===== src/rtl/text_box_pkg.sv =====
// rtl/text_box_pkg.sv - shared geometry, pipeline depth and reveal FSM encoding for the text box
package text_box_pkg;

  localparam int CELL_W     = 8;
  localparam int CELL_H     = 16;
  localparam int GRID_SIZE  = 16;
  localparam int CELL_COUNT = GRID_SIZE * GRID_SIZE;
  localparam int PIPE_DEPTH = 2;
  localparam int BOX_W      = CELL_W * GRID_SIZE;
  localparam int BOX_H      = CELL_H * GRID_SIZE;

  typedef enum logic [1:0] {
    ST_IDLE   = 2'd0,
    ST_REVEAL = 2'd1,
    ST_DONE   = 2'd2
  } reveal_state_e;

endpackage


===== src/rtl/text_reveal_fsm.sv =====
// rtl/text_reveal_fsm.sv - typewriter reveal counter advanced by vsync rising edges
// A gamestage change restarts the reveal from any state and wins over a coincident frame tick.
module text_reveal_fsm
  import text_box_pkg::*;
#(
  parameter int REVEAL_FRAMES = 4
) (
  input  logic       pclk,
  input  logic       rst_n,
  input  logic       vsync,
  input  logic       gamestage,
  output logic [8:0] reveal_cnt,
  output logic       reveal_done
);

  localparam logic [3:0] FRAME_LAST = 4'(REVEAL_FRAMES - 1);
  localparam logic [8:0] CNT_LAST   = 9'(CELL_COUNT - 1);

  reveal_state_e state_q, state_d;
  logic [8:0]    reveal_cnt_q, reveal_cnt_d;
  logic [3:0]    frame_cnt_q, frame_cnt_d;
  logic          vsync_q, gamestage_q, reveal_done_q;
  logic          frame_tick, restart;

  assign frame_tick = vsync & ~vsync_q;
  assign restart    = gamestage ^ gamestage_q;

  always_comb begin
    state_d      = state_q;
    reveal_cnt_d = reveal_cnt_q;
    frame_cnt_d  = frame_cnt_q;
    if (restart) begin
      state_d      = ST_REVEAL;
      reveal_cnt_d = '0;
      frame_cnt_d  = '0;
    end else if (frame_tick) begin
      case (state_q)
        ST_IDLE: begin
          state_d      = ST_REVEAL;
          reveal_cnt_d = '0;
          frame_cnt_d  = '0;
        end
        ST_REVEAL: begin
          if (frame_cnt_q == FRAME_LAST) begin
            frame_cnt_d  = '0;
            reveal_cnt_d = reveal_cnt_q + 9'd1;
            if (reveal_cnt_q == CNT_LAST) state_d = ST_DONE;
          end else begin
            frame_cnt_d = frame_cnt_q + 4'd1;
          end
        end
        default: ;
      endcase
    end
  end

  always_ff @(posedge pclk or negedge rst_n) begin
    if (!rst_n) begin
      state_q       <= ST_IDLE;
      reveal_cnt_q  <= '0;
      frame_cnt_q   <= '0;
      vsync_q       <= 1'b0;
      gamestage_q   <= 1'b0;
      reveal_done_q <= 1'b0;
    end else begin
      state_q       <= state_d;
      reveal_cnt_q  <= reveal_cnt_d;
      frame_cnt_q   <= frame_cnt_d;
      vsync_q       <= vsync;
      gamestage_q   <= gamestage;
      reveal_done_q <= (state_d == ST_DONE);
    end
  end

  assign reveal_cnt  = reveal_cnt_q;
  assign reveal_done = reveal_done_q;

endmodule


===== src/rtl/text_box_ctrl.sv =====
// rtl/text_box_ctrl.sv - 16x16 character text box overlay on a delayed VGA stream
// Typewriter reveal is built only with TEXT_BOX_TYPEWRITER_EN; otherwise every cell is shown.
module text_box_ctrl
  import text_box_pkg::*;
#(
  parameter int          XPOS          = 64,
  parameter int          YPOS          = 64,
  parameter logic [11:0] TEXT_COLOR    = 12'hFFF,
  parameter int          REVEAL_FRAMES = 4
) (
  input  logic        pclk,
  input  logic        rst_n,
  input  logic        gamestage,
  input  logic [10:0] hcount_in,
  input  logic [10:0] vcount_in,
  input  logic        hsync_in,
  input  logic        vsync_in,
  input  logic        hblnk_in,
  input  logic        vblnk_in,
  input  logic [11:0] rgb_in,
  output logic [7:0]  char_yx,
  output logic [3:0]  char_line,
  input  logic [7:0]  char_pixels,
  output logic [10:0] hcount_out,
  output logic [10:0] vcount_out,
  output logic        hsync_out,
  output logic        vsync_out,
  output logic        hblnk_out,
  output logic        vblnk_out,
  output logic [11:0] rgb_out,
  output logic        reveal_done
);

  localparam logic [11:0] X_LO = 12'(XPOS);
  localparam logic [11:0] X_HI = 12'(XPOS + BOX_W);
  localparam logic [11:0] Y_LO = 12'(YPOS);
  localparam logic [11:0] Y_HI = 12'(YPOS + BOX_H);

  // Only the low bits of the offsets are needed, so subtract at that width.
  logic [6:0] hrel;
  logic [7:0] vrel;
  logic       in_box;

  assign hrel   = hcount_in[6:0] - 7'(XPOS);
  assign vrel   = vcount_in[7:0] - 8'(YPOS);
  assign in_box = ({1'b0, hcount_in} >= X_LO) && ({1'b0, hcount_in} < X_HI) &&
                  ({1'b0, vcount_in} >= Y_LO) && ({1'b0, vcount_in} < Y_HI);

  logic [10:0] hcount1_q, vcount1_q, hcount2_q, vcount2_q;
  logic [3:0]  sync1_q, sync2_q;
  logic [11:0] rgb1_q, rgb2_q;
  logic [7:0]  char_yx_q;
  logic [3:0]  char_line_q;
  logic [2:0]  xoff1_q, xoff2_q;
  logic        in_box1_q, in_box2_q;
  logic [7:0]  cell2_q;

  always_ff @(posedge pclk or negedge rst_n) begin
    if (!rst_n) begin
      hcount1_q   <= '0;
      vcount1_q   <= '0;
      hcount2_q   <= '0;
      vcount2_q   <= '0;
      sync1_q     <= '0;
      sync2_q     <= '0;
      rgb1_q      <= '0;
      rgb2_q      <= '0;
      char_yx_q   <= '0;
      char_line_q <= '0;
      xoff1_q     <= '0;
      xoff2_q     <= '0;
      in_box1_q   <= 1'b0;
      in_box2_q   <= 1'b0;
      cell2_q     <= '0;
    end else begin
      hcount1_q   <= hcount_in;
      vcount1_q   <= vcount_in;
      sync1_q     <= {hsync_in, vsync_in, hblnk_in, vblnk_in};
      rgb1_q      <= rgb_in;
      char_yx_q   <= {vrel[7:4], hrel[6:3]};
      char_line_q <= vrel[3:0];
      xoff1_q     <= hrel[2:0];
      in_box1_q   <= in_box;
      hcount2_q   <= hcount1_q;
      vcount2_q   <= vcount1_q;
      sync2_q     <= sync1_q;
      rgb2_q      <= rgb1_q;
      xoff2_q     <= xoff1_q;
      in_box2_q   <= in_box1_q;
      cell2_q     <= char_yx_q;
    end
  end

  logic revealed;

`ifdef TEXT_BOX_TYPEWRITER_EN
  logic [8:0] reveal_cnt;

  text_reveal_fsm #(
    .REVEAL_FRAMES(REVEAL_FRAMES)
  ) u_reveal (
    .pclk       (pclk),
    .rst_n      (rst_n),
    .vsync      (vsync_in),
    .gamestage  (gamestage),
    .reveal_cnt (reveal_cnt),
    .reveal_done(reveal_done)
  );

  assign revealed = ({1'b0, cell2_q} < reveal_cnt);
`else
  logic reveal_done_q;

  always_ff @(posedge pclk or negedge rst_n) begin
    if (!rst_n) reveal_done_q <= 1'b0;
    else        reveal_done_q <= 1'b1;
  end

  assign revealed    = 1'b1;
  assign reveal_done = reveal_done_q;
`endif

  // char_pixels answers the address issued in stage 1, so it lines up with stage 2.
  assign rgb_out = (in_box2_q && char_pixels[3'd7 - xoff2_q] && revealed) ? TEXT_COLOR : rgb2_q;

  assign char_yx    = char_yx_q;
  assign char_line  = char_line_q;
  assign hcount_out = hcount2_q;
  assign vcount_out = vcount2_q;
  assign {hsync_out, vsync_out, hblnk_out, vblnk_out} = sync2_q;

endmodule


===== config.mk =====
export PLATFORM = sky130hd
export DESIGN_NAME = text_box_ctrl
export DESIGN_NICKNAME = d
export VERILOG_FILES = /design/src/rtl/text_box_pkg.sv /design/src/rtl/text_reveal_fsm.sv /design/src/rtl/text_box_ctrl.sv
export SDC_FILE = /design/constraint.sdc
export NUM_CORES = 1
export LEC_CHECK = 0
export ABC_AREA = 1
export CAP_MARGIN = 0
export CORE_MARGIN = 3
export CORE_UTILIZATION = 35
export DETAILED_ROUTE_END_ITERATION = 8
export PLACE_DENSITY = 0.68
export SLEW_MARGIN = 20
export SYNTH_ARGS = -nofsm -noshare
export SYNTH_HDL_FRONTEND = slang
export SYNTH_SLANG_ARGS = --single-unit

===== constraint.sdc =====
create_clock -name pclk -period 1.35 [get_ports pclk]
set_clock_uncertainty 0.05 [all_clocks]
set_input_delay 0.27 -clock pclk [delete_from_list [all_inputs] [get_ports pclk]]
set_output_delay 0.27 -clock pclk [all_outputs]
set_load 0.05 [all_outputs]

==> out/qor.csv, run 1 <==
metric,value,unit
DRT antenna net count,0,
DRT Pass-1 Iters,4,
f_max,526,MHz
HPWL after detailed placement,3.48,mm
Setup WS post-layout,-0.552,ns
Boundary Pins,100,
CP Class,flip-flop to primary output,
final critical-path share of the clock period,141,%
sequential share of the synthesized area,85.1,%
worst reg2reg startpoint,char_yx[0]$_DFF_PN0_,
htree depth,3,
fin crit period,1.90,ns
Starting Density,36.9,%
outcome,"complete, but fails checks",
Synth Area in Adders,0.519,%
#FFs+latches synth,82,
Rows,29,
"top cells by area, synth","dfrtp_1 85%, inv_1 3.4%, nand2_1 3.1%",
Final nets,318,
Syn Nets,207,
CP Data Required Time,1.03,ns
Lkg Pwr,2.05,nW
post-synthesis xor/xnor area fraction,0,%
Die Wd,89.0,um
final setup vio count,15,
vias per inst,4.13,
gpl congestion,0.713,
VDD IR max,0.751,mV
CTS buffer count,9,
antenna violations before repair,0,
max cap viols,0,
hold path depth,0,
CTS Buffer Depth,2,
Min-Delay Endpoint,rgb2_q[8]$_DFF_PN0_,
startpoint types,flip-flop,
post-layout util,66.6,%
Final Slew Violations,0,
R2R cell count,0,
crit end category,primary output,
Post-Synthesis Cells,157,
GRT Total Usage,12.4,%
Worst Hold Class,flip-flop to flip-flop,
"leading cell type in the layout, fill and taps excluded",dfrtp_1,
crit path DAT,1.58,ns
count of cell types in the netlist,16,
DR iter-0 viols,30,
total grt overflow,0,
Synth Area in Compound Gates,0.622,%
drt wl/cell,13.3,um
Layout area overhead,80.4,%
syn avg cell area,15.4,sq um
# fillers,434,
Post-Synth Simple-Gate Area,6.79,%
failing checks,setup timing,
Final Hold Vio Count,0,
PwrDens,1210,nW/um^2
DRC viols,0,
multiplexer area fraction after synthesis,0,%
die area,7920,sq um
total wire length,4.66,mm
R2R Setup Slk,0.75,ns
# diodes,0,
Synth top area share,85.1,%
R2R Path End,hcount_out[3]$_DFF_PN0_,
crit-path max FO,7,
largest family of logic cells by synthesized area,buffers and inverters,
synth warn,0,
largest net degree at the start of global routing,83,
vias after detailed routing,1444,
IO buf count,98,
most frequent cells in the layout,"80 x dfrtp_1, 53 x buf_12, 46 x clkdlybuf4s50_1",
worst-skew pair later-pin latency,0.33,ns
CTS tree,done,
core area,6530,sq um
Die Y,89.0,um
RSZ-0062 raised after global routing,true,
layout cell share with drive strength beyond 1,34.8,%
post-synth top area cell,dfrtp_1,
clock sink total,82,
"Reg clk slew, reported paths",0.08,ns
vias in the first global route,1466,
Mapped Area,2410,sq um
global-route wire length before repair,6.98,mm
hold path startpoint,rgb1_q[8]$_DFF_PN0_,
clock root buffer,clkbuf_8,
Setup TNS Final,-6.69,ns
[worst max-delay path by stage]
stage | start | end | slack (ns) | cells after the start
after floorplan | xoff2_q[0]$_DFF_PN0_ | rgb_out[0] | -0.25 | 6
after global placement | char_pixels[1] | rgb_out[2] | -0.45 | 9
after detailed placement | char_pixels[7] | rgb_out[2] | -0.48 | 9
after CTS | xoff2_q[0]$_DFF_PN0_ | rgb_out[2] | -0.57 | 8
after global routing | xoff2_q[0]$_DFF_PN0_ | rgb_out[1] | -0.69 | 8
final | xoff2_q[0]$_DFF_PN0_ | rgb_out[1] | -0.55 | 8
[critical path, stage by stage (launching register included)]
cell       delay, ns
dfrtp_2         0.45
inv_2           0.07
nand2_1         0.06
nand3b_1        0.10
nand3_2         0.09
nand3_4         0.12
clkbuf_16       0.17
nand2_4         0.05
buf_12          0.14
[cells in the mapped netlist]
master    count
dfrtp_1      82
inv_1        22
nand2_1      20
buf_4         9
nor2_1        7
nand3_1       3
a21oi_1       2
nand3b_1      2
nand4_1       2
nor3_1        2
buf_6         1
conb_1        1
ha_1          1
inv_2         1
nand3_2       1
o21ai_0       1
[routing by layer]
| metal | wire length, um | track usage, % | vias up |
|---|---|---|---|
| met5 | 0 | 0 | - |
| met4 | 46 | 6.50 | 0 |
| met3 | 329 | 4.98 | 4 |
| met2 | 2620 | 21.3 | 53 |
| met1 | 1660 | 13.3 | 707 |
| li1 | - | - | 680 |
[registers in the layout, summed over array words and instances (netlist names)]
name and cells:
rgb1_q 12, rgb2_q 12, vcount_out 11, hcount_out 9, char_yx 8, hcount1_q 6, vcount1_q 6, sync1_q 4
sync2_q 4, char_line 3, xoff1_q 2, xoff2_q 2, in_box1_q 1, in_box2_q 1, reveal_done 1
[power breakdown]
part | switching (W) | leakage, nW | total, W | internal, W
Sequential | 0.0000715 | 0.958 | 0.00265 | 0.00258
Combinational | 0.000459 | 0.984 | 0.000939 | 0.000480
Clock | 0.000792 | 0.103 | 0.00169 | 0.000900
Total | 0.00132 | 2.05 | 0.00528 | 0.00396
[kinds of logic after synthesis]
group	Yosys count
buf+inv	33
other cells	1
flops	82
fa+ha+maj	1
simple gates	37
compound gates	3
[metrics by stage]
| stage | power, W | setup WS (ns) | cell area [sq um] | cells | hold slack (ns) |
|---|---|---|---|---|---|
| floorplan | 0.00304 | -0.250 | 2490 | 157 | -0.0756 |
| global placement | 0.00362 | -0.452 | 4070 | 329 | 0.277 |
| detailed placement | 0.00364 | -0.481 | 4070 | 329 | 0.282 |
| CTS | 0.00536 | -0.570 | 4310 | 348 | 0.294 |
| global route | 0.00552 | -0.693 | 4350 | 350 | 0.291 |
| finish | 0.00528 | -0.552 | 4350 | 350 | 0.297 |
[repair_timing]
| action | 4_1_cts | 5_1_grt |
|---|---|---|
| hold buffers | 1 | 0 |
| buffers inserted | 2 | 1 |
| endpoints found under the hold margin | 82 | 0 |
| setup endpoints to repair | 15 | 15 |
| gates resized for setup | 4 | 2 |
| gates cloned | 0 | 1 |
[cell type report]
cell class / instances / area [sq um] / share of cell area (%)
clock inverter: 5 / 53.8 / 1.24
multi-input combinational: 42 / 288 / 6.61
clock buffer: 11 / 141 / 3.25
timing repair buffer: 110 / 1630 / 37.5
sequential: 82 / 2050 / 47.2
inverter: 23 / 86.3 / 1.98
tap: 77 / 96.3 / 2.21
No activity file was read; power rests on OpenSTA's default activity.
==> run 2, diff against run 1 <==
--- a/config.mk
+++ b/config.mk
@@ -6,7 +6,7 @@
 export NUM_CORES = 1
 export LEC_CHECK = 0
 export ABC_AREA = 1
-export CAP_MARGIN = 0
+export CAP_MARGIN = 20
 export CORE_MARGIN = 3
 export CORE_UTILIZATION = 35
 export DETAILED_ROUTE_END_ITERATION = 8
==> results of run 2 <==
Same layout as run 1: the final DEF is identical, and so are final timing and power.
==> run 3, diff against run 2 <==
--- a/config.mk
+++ b/config.mk
@@ -10,7 +10,7 @@
 export CORE_MARGIN = 3
 export CORE_UTILIZATION = 35
 export DETAILED_ROUTE_END_ITERATION = 8
-export PLACE_DENSITY = 0.68
+export PLACE_DENSITY_LB_ADDON = 0.1
 export SLEW_MARGIN = 20
 export SYNTH_ARGS = -nofsm -noshare
 export SYNTH_HDL_FRONTEND = slang
==> run 3 against run 2 <==
Against the previous run:
- the run still ends with setup timing left
- total power is 3.2% higher
- sequential power hardly changed
- sequential share of layout area is 0.095 points lower
- critical path depth stayed put
- worst setup slack hardly changed
- die area stayed put
- critical path type unchanged
- highest routed layer unchanged
==> out/qor.csv, run 3 (synthesis results as in run 1) <==
metric,value,unit,change
DR iter-0 viols,17,,-43%
crit end category,primary output,,
CP max stage delay,0.46,ns,about the same
RSZ-0062 raised after global routing,true,,
fin crit period,1.90,ns,-0.0000490 ns
"most used cell, CP",buf_12,,
Layout area overhead,80.8,%,
IO buf count,98,,unchanged
multi-input logic area,278,sq um,-3.5%
f_max,526,MHz,about the same
Post-DP Area,4100,sq um,+0.68%
failing checks,setup timing,,
worst reg2reg startpoint,vcount1_q[3]$_DFF_PN0_,,
critical path depth,8,,unchanged
CP Class,flip-flop to primary output,,
htree depth,3,,unchanged
DRC viols,0,,unchanged
CP Data Required Time,1.03,ns,about the same
vias in the first global route,1524,,+4.0%
clock sink total,82,,unchanged
outcome,"complete, but fails checks",,
vias after detailed routing,1458,,+0.97%
hold path startpoint,rgb1_q[0]$_DFF_PN0_,,
kind of cell adding the most delay to the critical path,flip-flops,,
largest net degree at the start of global routing,34,,-59%
Lkg Pwr,2.05,nW,about the same
die area,7920,sq um,unchanged
drt wl/cell,12.9,um,-3.2%
worst-skew pair later-pin latency,0.34,ns,about the same
PwrDens,1250,nW/um^2,+3.0%
post-layout util,66.8,%,+0.13 points
Setup TNS Final,-6.55,ns,+0.135 ns
Final Slew Violations,0,,unchanged
Worst Hold Class,flip-flop to flip-flop,,
CTS Buffer Depth,2,,unchanged
Final nets,318,,unchanged
global-route wire length before repair,7.35,mm,+5.2%
crit-path max FO,10,,+3
Final Hold Vio Count,0,,unchanged
max cap viols,0,,unchanged
startpoint types,flip-flop,,
GRT Total Usage,13.1,%,+0.63 points
CTS buffer count,9,,unchanged
final setup vio count,14,,-1
gpl congestion,0.658,,-7.7%
CP max stage cell,dfrtp_2,,
Min-Delay Endpoint,rgb2_q[0]$_DFF_PN0_,,
most frequent cells in the layout,"80 x dfrtp_1, 54 x buf_12, 46 x clkdlybuf4s50_1",,
Starting Density,36.9,%,unchanged
crit path DAT,1.58,ns,about the same
R2R cell count,0,,unchanged
# diodes,0,,unchanged
dpl cells,331,,+0.61%
Worst Path Buf+Inv,3,,unchanged
register area,2050,sq um,unchanged
vias per inst,4.17,,+0.97%
HPWL after detailed placement,3.60,mm,+3.4%
hold path depth,0,,unchanged
Rows,29,,unchanged
final critical-path share of the clock period,141,%,about the same
total grt overflow,0,,unchanged
Fin Hold WS,0.299,ns,+0.00162 ns
CP cell instances,inv_2 > nand2_1 > nand3b_1 > nand3_1 > nand3_2 > buf_12 > nand2_4 > buf_12,,
Boundary Pins,100,,unchanged
core area,6530,sq um,unchanged
layout cell share with drive strength beyond 1,34.8,%,unchanged
"Reg clk slew, reported paths",0.07,ns,about the same
fin area,4360,sq um,+0.20%
R2R Setup Slk,0.75,ns,about the same
Final Non-Filler Cells,350,,unchanged
Die Wd,89.0,um,unchanged
total wire length,4.51,mm,-3.2%
clock root buffer,clkbuf_8,,
R2R Path End,vcount_out[3]$_DFF_PN0_,,
antenna violations before repair,0,,unchanged
DRT Pass-1 Iters,2,,-2
Die Y,89.0,um,unchanged
# fillers,439,,+1.2%
VDD IR max,0.938,mV,+25%
Setup WS post-layout,-0.552,ns,+0.0000490 ns
DRT antenna net count,0,,unchanged
"leading cell type in the layout, fill and taps excluded",dfrtp_1,,
CTS tree,done,,
run 3: cell types whose count changed in the layout (fill, tap and decap cells not counted):
cell	before	now
buf_12	53	54
bufinv_16	1	2
clkbuf_16	1	0
clkbuf_8	10	9
clkinv_2	3	1
clkinv_4	1	3
nand3_1	2	3
nand3_4	1	0
nor2_1	7	6
nor2_2	0	1
run 3: area by class of cell:
class	instances	share of cell area [%]
clock buffer	10	2.93
tap	77	2.21
clock inverter	6	2.09
multi-input combinational	42	6.37
sequential	82	47.1
timing repair buffer	110	37.3
inverter	23	1.98
run 3: what timing repair did:
action                     CTS  global route
hold endpoints to repair    20             0
setup endpoints to repair   15            15
hold buffers                 1             0
setup buffers                2             2
gates resized for setup      3             2
run 3: metal layers:
| metal | vias up | track usage (%) | part of all wire (%) |
|---|---|---|---|
| met5 | - | 0 | 0 |
| met1 | 700 | 13.3 | 33 |
| met3 | 14 | 7.00 | 9.9 |
| li1 | 683 | - | - |
| met4 | 0 | 7.85 | 3.5 |
| met2 | 61 | 21.2 | 53 |
run 3: power by group:
part / internal, W / switching, W / total [W]
Combinational: 0.000484 / 0.000457 / 0.000941
Clock: 0.00105 / 0.000813 / 0.00186
Sequential: 0.00258 / 0.0000698 / 0.00265
run 3: through the flow:
step / power [W] / setup WS, ns
6_report: 0.00545 / -0.552
3_5_place_dp: 0.00364 / -0.488
3_3_place_gp: 0.00363 / -0.456
4_1_cts: 0.00555 / -0.588
5_1_grt: 0.00571 / -0.674
2_1_floorplan: 0.00304 / -0.250
run 3: worst max-delay path by stage:
stage,startpoint,end
6_report,xoff2_q[0]$_DFF_PN0_,rgb_out[2]
5_1_grt,xoff2_q[0]$_DFF_PN0_,rgb_out[2]
4_1_cts,xoff2_q[0]$_DFF_PN0_,rgb_out[2]
3_5_place_dp,char_pixels[7],rgb_out[2]
3_3_place_gp,char_pixels[7],rgb_out[6]
2_1_floorplan,xoff2_q[0]$_DFF_PN0_,rgb_out[0]
